## src/rtl/dnn_acc_pkg.sv

```systemverilog
// Shared types and default constants for the divider-fed accelerator sequencing blocks.
package dnn_acc_pkg;

   typedef enum logic [1:0] {
      IDLE = 2'd0,
      RUN  = 2'd1,
      DONE = 2'd2,
      ERR  = 2'd3
   } seq_state_t;

   localparam int unsigned SYNC_STAGES_DEF = 2;
   localparam int unsigned WDOG_CYCLES_DEF = 64;
   localparam int unsigned CNT_W_DEF       = 16;

endpackage

```

## src/rtl/edge_sync_detect.sv

```systemverilog
// Multi-flop synchroniser for an asynchronous level plus a rising-edge detector.
module edge_sync_detect
   import dnn_acc_pkg::*;
#(
   parameter int unsigned SYNC_STAGES = SYNC_STAGES_DEF
) (
   input  logic clock_in,
   input  logic reset_n,
   input  logic async_in,
   output logic rise
);

   logic [SYNC_STAGES-1:0] sync_q;
   logic                   prev_q;

   always_ff @(posedge clock_in) begin
      if (!reset_n) begin
         sync_q <= '0;
         prev_q <= 1'b0;
      end else begin
         sync_q <= {sync_q[SYNC_STAGES-2:0], async_in};
         prev_q <= sync_q[SYNC_STAGES-1];
      end
   end

   assign rise = sync_q[SYNC_STAGES-1] & ~prev_q;

endmodule

```

## src/rtl/slow_tick_sequencer.sv

```systemverilog
// Turns a divided clock into fast-domain ticks and sequences N accelerator steps on them,
// with start/busy/done handshake, abort and a stall watchdog.
module slow_tick_sequencer
   import dnn_acc_pkg::*;
#(
   parameter int unsigned SYNC_STAGES = SYNC_STAGES_DEF,
   parameter int unsigned CNT_W       = CNT_W_DEF,
   parameter int unsigned WDOG_CYCLES = WDOG_CYCLES_DEF
) (
   input  logic             clock_in,
   input  logic             reset_n,
   input  logic             slow_clk_in,
   input  logic             start,
   input  logic [CNT_W-1:0] num_steps,
   input  logic             abort,
   output logic             tick,
   output logic             step_en,
   output logic [CNT_W-1:0] step_idx,
   output logic             busy,
   output logic             done,
   output logic             err
);

   localparam int unsigned WdogW = $clog2(WDOG_CYCLES);
   localparam logic [WdogW-1:0] WdogLast = WdogW'(WDOG_CYCLES - 1);

   seq_state_t       state_q, state_d;
   logic [CNT_W-1:0] n_q, n_d;
   logic [CNT_W-1:0] cnt_q, cnt_d;
   logic [CNT_W-1:0] step_idx_q, step_idx_d;
   logic [WdogW-1:0] wdog_q, wdog_d;
   logic             step_en_q, step_en_d;
   logic             tick_q;
   logic             done_q;
   logic             rise;

   edge_sync_detect #(
      .SYNC_STAGES(SYNC_STAGES)
   ) u_edge_sync_detect (
      .clock_in(clock_in),
      .reset_n (reset_n),
      .async_in(slow_clk_in),
      .rise    (rise)
   );

   always_comb begin
      state_d    = state_q;
      n_d        = n_q;
      cnt_d      = cnt_q;
      step_idx_d = step_idx_q;
      wdog_d     = wdog_q;
      step_en_d  = 1'b0;
      case (state_q)
         IDLE: begin
            // start beats a simultaneous abort simply because abort is not looked at here
            if (start) begin
               if (num_steps == '0) begin
                  state_d = DONE;
               end else begin
                  n_d     = num_steps;
                  cnt_d   = '0;
                  wdog_d  = '0;
                  state_d = RUN;
               end
            end
         end
         RUN: begin
            if (abort) begin
               state_d = IDLE;
            end else if (rise) begin
               step_en_d  = 1'b1;
               step_idx_d = cnt_q;
               cnt_d      = cnt_q + 1'b1;
               wdog_d     = '0;
               if (cnt_q == n_q - 1'b1) state_d = DONE;
            end else if (wdog_q == WdogLast) begin
               state_d = ERR;
            end else begin
               wdog_d = wdog_q + 1'b1;
            end
         end
         DONE: state_d = IDLE;
         ERR: begin
            if (abort) state_d = IDLE;
         end
         default: state_d = IDLE;
      endcase
   end

   always_ff @(posedge clock_in) begin
      if (!reset_n) begin
         state_q    <= IDLE;
         n_q        <= '0;
         cnt_q      <= '0;
         step_idx_q <= '0;
         wdog_q     <= '0;
         step_en_q  <= 1'b0;
         tick_q     <= 1'b0;
         done_q     <= 1'b0;
      end else begin
         state_q    <= state_d;
         n_q        <= n_d;
         cnt_q      <= cnt_d;
         step_idx_q <= step_idx_d;
         wdog_q     <= wdog_d;
         step_en_q  <= step_en_d;
         tick_q     <= rise;
         // Registered so the completion pulse lands the cycle after the final step_en
         done_q     <= (state_q == DONE);
      end
   end

   assign tick     = tick_q;
   assign step_en  = step_en_q;
   assign step_idx = step_idx_q;
   assign busy     = (state_q == RUN);
   assign done     = done_q;
   assign err      = (state_q == ERR);

endmodule

```

## config.mk

```make
export PLATFORM = sky130hd
export DESIGN_NAME = slow_tick_sequencer
export DESIGN_NICKNAME = d
export VERILOG_FILES = /design/src/rtl/dnn_acc_pkg.sv /design/src/rtl/edge_sync_detect.sv /design/src/rtl/slow_tick_sequencer.sv
export SDC_FILE = /design/constraint.sdc
export NUM_CORES = 1
export LEC_CHECK = 0
export ABC_AREA = 1
export CAP_MARGIN = 20
export CORE_UTILIZATION = 40
export CTS_BUF_LIST = sky130_fd_sc_hd__clkbuf_4 sky130_fd_sc_hd__clkbuf_8
export DETAILED_ROUTE_END_ITERATION = 10
export GPL_TIMING_DRIVEN = 0
export MAX_ROUTING_LAYER = met4
export SETUP_SLACK_MARGIN = 0.4
export SLEW_MARGIN = 20
export SYNTH_ARGS = -nofsm -noshare
export SYNTH_HDL_FRONTEND = slang
export SYNTH_SLANG_ARGS = --single-unit
```

## constraint.sdc

```tcl
create_clock -name clock_in -period 5.3 [get_ports clock_in]
set_input_delay 1.59 -clock clock_in [delete_from_list [all_inputs] [get_ports clock_in]]
set_output_delay 1.59 -clock clock_in [all_outputs]
set_load 0.05 [all_outputs]
```

==> metrics.csv, run 1 <==
stage;metric;value;unit
pwr;irDropWorstVdd;0.000228;V
placement;pre_cts_slack;1.48;ns
global_route;use_met3;4.78;%
clocking;ctsRootBufferMaster;clkbuf_8;
global_route;grt_use_met1;29.6;%
clocking;postCtsSetupBuffers;0;
global_route;use_met2;36.5;%
worst_setup_path;crit_path_start;num_steps[11];
layout;fin_nets;593;
yosys;synth.avg_cell_area;6.75;um2
global_route;grt_max_degree;13;
clocking;cts_tree;yes;
yosys;yosysWarnings;0;
sta;timing.final.crit_period;3.43;ns
sta;maxSlewViolCount;0;
sta;relSlewSlack;63.8;%
drt;wire_per_inst;14.0;um
worst_setup_path;crit_required;5.58;ns
layout;final_common_cell;nand2_1;
hold_path;hp-class;reg -> reg;
layout;layout_common_cells;nand2_1, dfxtp_1, inv_1, nor2_1, a21oi_1;
layout;syn_to_final_growth;21.5;%
yosys;async_flop_share;0;%
placement;gp_congestion;0.902;
drt;antenna_left;0;
drt;drc;0;
pwr;leakagePower;1.73;nW
clocking;clk_path_buf_depth;2;
placement;port_buffers;41;
die;die-area;9100;um2
yosys;synthMuxAreaShare;0;%
worst_setup_path;r2r-end;state_q[0];
worst_setup_path;path_max_fanout;10;
sta;fin_skew;0.00859;ns
die;die_h;95.4;um
yosys;synthFlopType;dfxtp_1;
yosys;synth_edf_count;0;
sta;grt_setup_unrepaired;false;
placement;dpl_cell_area;4030;um2
global_route;grt_overflow;0;
worst_setup_path;ff2ff_setup_slack;3.20;ns
drt;drt-total-wl;9.52;mm
sta;fin_tns_setup;0;ns
die;die-width;95.4;um
yosys;synthAdderAreaFrac;1.08;%
yosys;synth_area;3490;um2
sta;worst_pin_slew;0.539;ns
worst_setup_path;critPathKind;in -> reg;
yosys;ys_seq_elements;62;
worst_setup_path;crit_arrival;3.71;ns
worst_setup_path;r2r_cells;15;
yosys;synth_xor_xnor_area_share;5.02;%
die;placementRows;33;
drt;vias;3470;
hold_path;hp-start;u_edge_sync_detect.prev_q;
die;core;8340;um2
sta;worst_slack;1.87;ns
die;start_util;41.8;%
clocking;insertion_delay;0.35;ns
global_route;antenna_found_initial;0;
layout;n_fill_cell;853;
sta;finalHoldViolCount;0;
layout;antenna_cells;0;
sta;fmax;291;MHz
sta;setup_viol;0;
clocking;cts.sinks;62;
global_route;grt_use_total;23.0;%
worst_setup_path;timing.rr.start;n_q[0];
worst_setup_path;critPathLaunchType;input pin;
worst_setup_path;cp-end-kind;flip-flop;
drt;via_per_inst;5.11;
global_route;grt_pass1_vias;3139;
clocking;htreeDepth;3;
yosys;syn_nets;541;
yosys;synth_top_family_by_area;simple AND/OR/NAND/NOR gates;
yosys;syn_inst;517;
yosys;yosys.area_share.simple;34.1;%
clocking;hold_buffers;0;
clocking;post_cts_resized;0;
sta;period_share;64.8;%
run;max_cap_violations;0;
clocking;clkTransAtPathRegs;0.07;ns
global_route;grt.busiest_layer;met2;
pwr;power-per-cell-area;312;nW/um2
clocking;cts_buffers;9;
status;status;completed;
die;io_pins;42;
placement;hpwl;7.08;mm
worst_setup_path;setup.worst_path.end;n_q[7];
yosys;ys_seq_area_share;35.6;%
drt;dr.pass1.iters;5;
global_route;grt_pass1_wl;15.4;mm
layout;drive_gt1_share;10.3;%
yosys;yosysUniqueCellTypes;40;
layout;fin_area;4240;um2
yosys;synth_compound_area_share;14.0;%
drt;dr.first_iter.drc_count;213;
[cells in the mapped netlist, types with 5 or more instances]
cell      count  area, um2
o21ai_0      37        185
nand3_1      22        110
nand4_1       7       43.8
nor2_2        5       31.3
inv_2         6       22.5
a21oi_1      47        235
dfxtp_1      62       1240
inv_1        60        225
nand2_1     120        450
nor4_1       12       75.1
nor3_1        6       30.0
xor2_1       16        140
clkbuf_1      6       22.5
nor2_1       60        225
[cell families (layout without fill, tap and decap cells)]
| family | Yosys count | in the layout |
|---|---|---|
| xor gates and xnor gates | 20 | 20 |
| AOI/OAI and AO/OA | 93 | 93 |
| DFF | 62 | 62 |
| adders and majority gates | 3 | 3 |
| and+or+nand+nor | 255 | 255 |
| buffers and inverters | 84 | 141 |
[layer usage]
layer / wire length (um) / up-vias
met1: 4450 / 1591
met4: 148 / 0
met2: 4350 / 92
met3: 575 / 16
met5: 0 / -
li1: - / 1771
[critical path, cell delays in order]
cell	delay, ns
clkdlybuf4s50_1	0.42
nor4_1	0.52
nand4_1	0.27
nand3_1	0.26
clkbuf_1	0.35
o21ai_0	0.16
a21oi_1	0.13
[report_power, final]
group          internal [mW]  total, mW  switching (mW)  leakage (nW)
clock                  0.232      0.440           0.208        0.0987
combinational          0.129      0.359           0.229          1.13
sequential             0.494      0.524          0.0304         0.505
total                  0.855       1.32           0.468          1.73
[flip-flops by register name (all words and copies together) (netlist names)]
register,cells
u_edge_sync_detect.prev_q,1
step_en,1
state_q,2
wdog_q,6
step_idx,16
done,1
u_edge_sync_detect.sync_q,2
tick,1
cnt_q,16
n_q,16
[how the worst min path moves through the flow]
stage | cells after the start | endpoint
after floorplan | 2 | u_edge_sync_detect.sync_q[1]
after global placement | 1 | tick
after detailed placement | 2 | u_edge_sync_detect.sync_q[1]
after CTS | 1 | tick
after global routing | 1 | tick
final | 1 | tick
[per-stage QoR]
step                hold WS [ns]  power, mW  util [%]  instances
floorplan                  0.390      0.795         -        517
global placement           0.406      0.886      48.3        663
detailed placement         0.404      0.891      48.3        663
CTS                        0.421       1.33      50.8        679
global route               0.444       1.40      50.8        679
finish                     0.418       1.32      50.8        679
[cell type report]
class | count | area (um2) | area share, %
plain buffers | 17 | 104 | 2.45
clock buffers | 10 | 138 | 3.25
clock inverters | 6 | 71.3 | 1.68
inverters | 67 | 251 | 5.93
multi-input cells | 371 | 1890 | 44.6
flip-flops and latches | 62 | 1240 | 29.3
well taps | 105 | 131 | 3.10
repair buffers | 41 | 410 | 9.68
(Power assumes the default switching activity.)
==> inputs of run 2 (changes only) <==
==> constraint.sdc (replaced) <==
create_clock -name clock_in -period 3.35 [get_ports clock_in]
set_input_delay 1.005 -clock clock_in [delete_from_list [all_inputs] [get_ports clock_in]]
set_output_delay 1.005 -clock clock_in [all_outputs]
set_load 0.05 [all_outputs]
==> run 2 against run 1 <==
  * Critical path depth decreased by 4
  * Largest power group unchanged
  * Core utilization up 0.10 points
  * Highest routed layer unchanged
  * Critical path type is now reg -> out
  * Worst setup slack lost 1.3 ns
==> metrics.csv, run 2 (synthesis gave the netlist of run 1 again) <==
stage;metric;value;unit
worst_setup_path;path_depth;3;
clocking;hold_buffers;0;
drt;drt-total-wl;9.53;mm
worst_setup_path;crit_path_cell_trace;inv_2 > nor2_4 > clkdlybuf4s50_1;
clocking;post_cts_resized;0;
sta;relSlewSlack;63.9;%
worst_setup_path;crit_arrival;1.82;ns
sta;setup_viol;0;
sta;period_share;84.2;%
sta;fmax;354;MHz
sta;timing.final.crit_period;2.82;ns
pwr;irDropWorstVdd;0.000364;V
pwr;leakagePower;1.74;nW
pwr;p_sw_share;35.3;%
global_route;use_met2;36.5;%
placement;port_buffers;41;
sta;fin_skew;0.00848;ns
worst_setup_path;cp-end-kind;output pin;
layout;n_fill_cell;851;
die;io_pins;42;
drt;vias;3456;
clocking;htreeDepth;3;
global_route;grt.busiest_layer;met2;
worst_setup_path;crit_path_start;state_q[0];
clocking;cts_tree;yes;
global_route;antenna_found_initial;0;
drt;dr.first_iter.drc_count;210;
layout;drive_gt1_share;10.8;%
global_route;grt_use_total;23.0;%
global_route;grt_use_met1;29.6;%
worst_setup_path;cp.buffers_inverters;2;
clocking;cts.sinks;62;
sta;worst_pin_slew;0.541;ns
pwr;power.share.clock;33.3;%
die;core;8340;um2
die;start_util;41.8;%
global_route;grt_max_degree;13;
layout;fin_nets;593;
pwr;p_comb_share;27.1;%
pwr;p_int;1.35;mW
worst_setup_path;critPathKind;reg -> out;
global_route;grt_overflow;0;
pwr;pwr-share-seq;39.6;%
die;placementRows;33;
placement;gp_congestion;0.902;
clocking;cts_buffers;9;
worst_setup_path;path_max_fanout;6;
global_route;grt_pass1_wl;15.4;mm
pwr;power.total;2.09;mW
pwr;power-per-cell-area;493;nW/um2
placement;hpwl;7.08;mm
pwr;p_sw;738;uW
layout;layout_common_cells;nand2_1, dfxtp_1, inv_1, nor2_1, a21oi_1;
hold_path;hp-class;reg -> reg;
clocking;clkTransAtPathRegs;0.08;ns
hold_path;holdPathStages;1;
layout;syn_to_final_growth;21.8;%
status;status;completed;
clocking;insertion_delay;0.35;ns
worst_setup_path;critPathLaunchType;flip-flop;
sta;finalHoldViolCount;0;
sta;fin_tns_setup;0;ns
drt;drc;0;
die;die_h;95.4;um
worst_setup_path;crit_required;2.34;ns
clocking;postCtsSetupBuffers;0;
layout;final_common_cell;nand2_1;
global_route;grt_pass1_vias;3139;
worst_setup_path;timing.rr.start;n_q[0];
worst_setup_path;crit_family;buffers and inverters;
clocking;ctsRootBufferMaster;clkbuf_8;
worst_setup_path;slowest_delay;0.84;ns
layout;antenna_cells;0;
drt;via_per_inst;5.09;
die;die-width;95.4;um
hold_path;hp-start;u_edge_sync_detect.prev_q;
sta;grt_setup_unrepaired;false;
drt;dr.pass1.iters;4;
run;max_cap_violations;0;
worst_setup_path;r2r_cells;15;
drt;antenna_left;0;
global_route;use_met3;4.78;%
worst_setup_path;cp_slowest_cell;clkdlybuf4s50_1;
clocking;clk_path_buf_depth;2;
die;die-area;9100;um2
drt;wire_per_inst;14.0;um
sta;maxSlewViolCount;0;
## run 2: cell types whose count changed in the layout (fill, tap and decap cells not counted)
cell      previous run  this run
clkbuf_1             6         4
clkbuf_2             3         5
nor4_2               2         3
nor4_1              12        11
## run 2: final cells by class
type,instances,area (um2),area share (%)
buffer,17,106,2.50
tap,105,131,3.09
clock inverter,6,71.3,1.68
sequential,62,1240,29.2
multi-input combinational,371,1900,44.7
clock buffer,10,138,3.24
inverter,67,251,5.92
timing repair buffer,41,410,9.66
## run 2: power by group through the flow
stage | sequential (mW) | combinational (mW) | clock (mW)
final | 0.829 | 0.567 | 0.696
after global placement | 0.844 | 0.557 | 0
after detailed placement | 0.844 | 0.565 | 0
after global routing | 0.834 | 0.635 | 0.749
after floorplan | 0.850 | 0.408 | 0
after CTS | 0.828 | 0.567 | 0.712
## run 2: metal layers
metal  up-vias  share of wire [%]  wire length [um]
met1      1574                 47              4480
li1       1768                  -                 -
met4         0                1.2               112
met3        16                5.6               537
met5         -                  0                 0
met2        98                 46              4400
## run 2: per-stage QoR
step                      util [%]  hold slack [ns]  setup WS [ns]  instances  area (um2)
after detailed placement      48.3            0.404          0.113        663        4030
after global placement        48.3            0.406          0.130        663        4030
after floorplan                  -            0.390           1.15        517        3490
after global routing          50.9            0.444          0.435        679        4250
after CTS                     50.8            0.421          0.504        679        4240
final                         50.9            0.419          0.528        679        4250
## run 2: final timing paths
path | to | slack, ns
setup / recovery | busy | 0.53
hold / removal | tick | 0.42
setup reg to reg | state_q[0] | 1.30
hold reg to reg | tick | 0.42
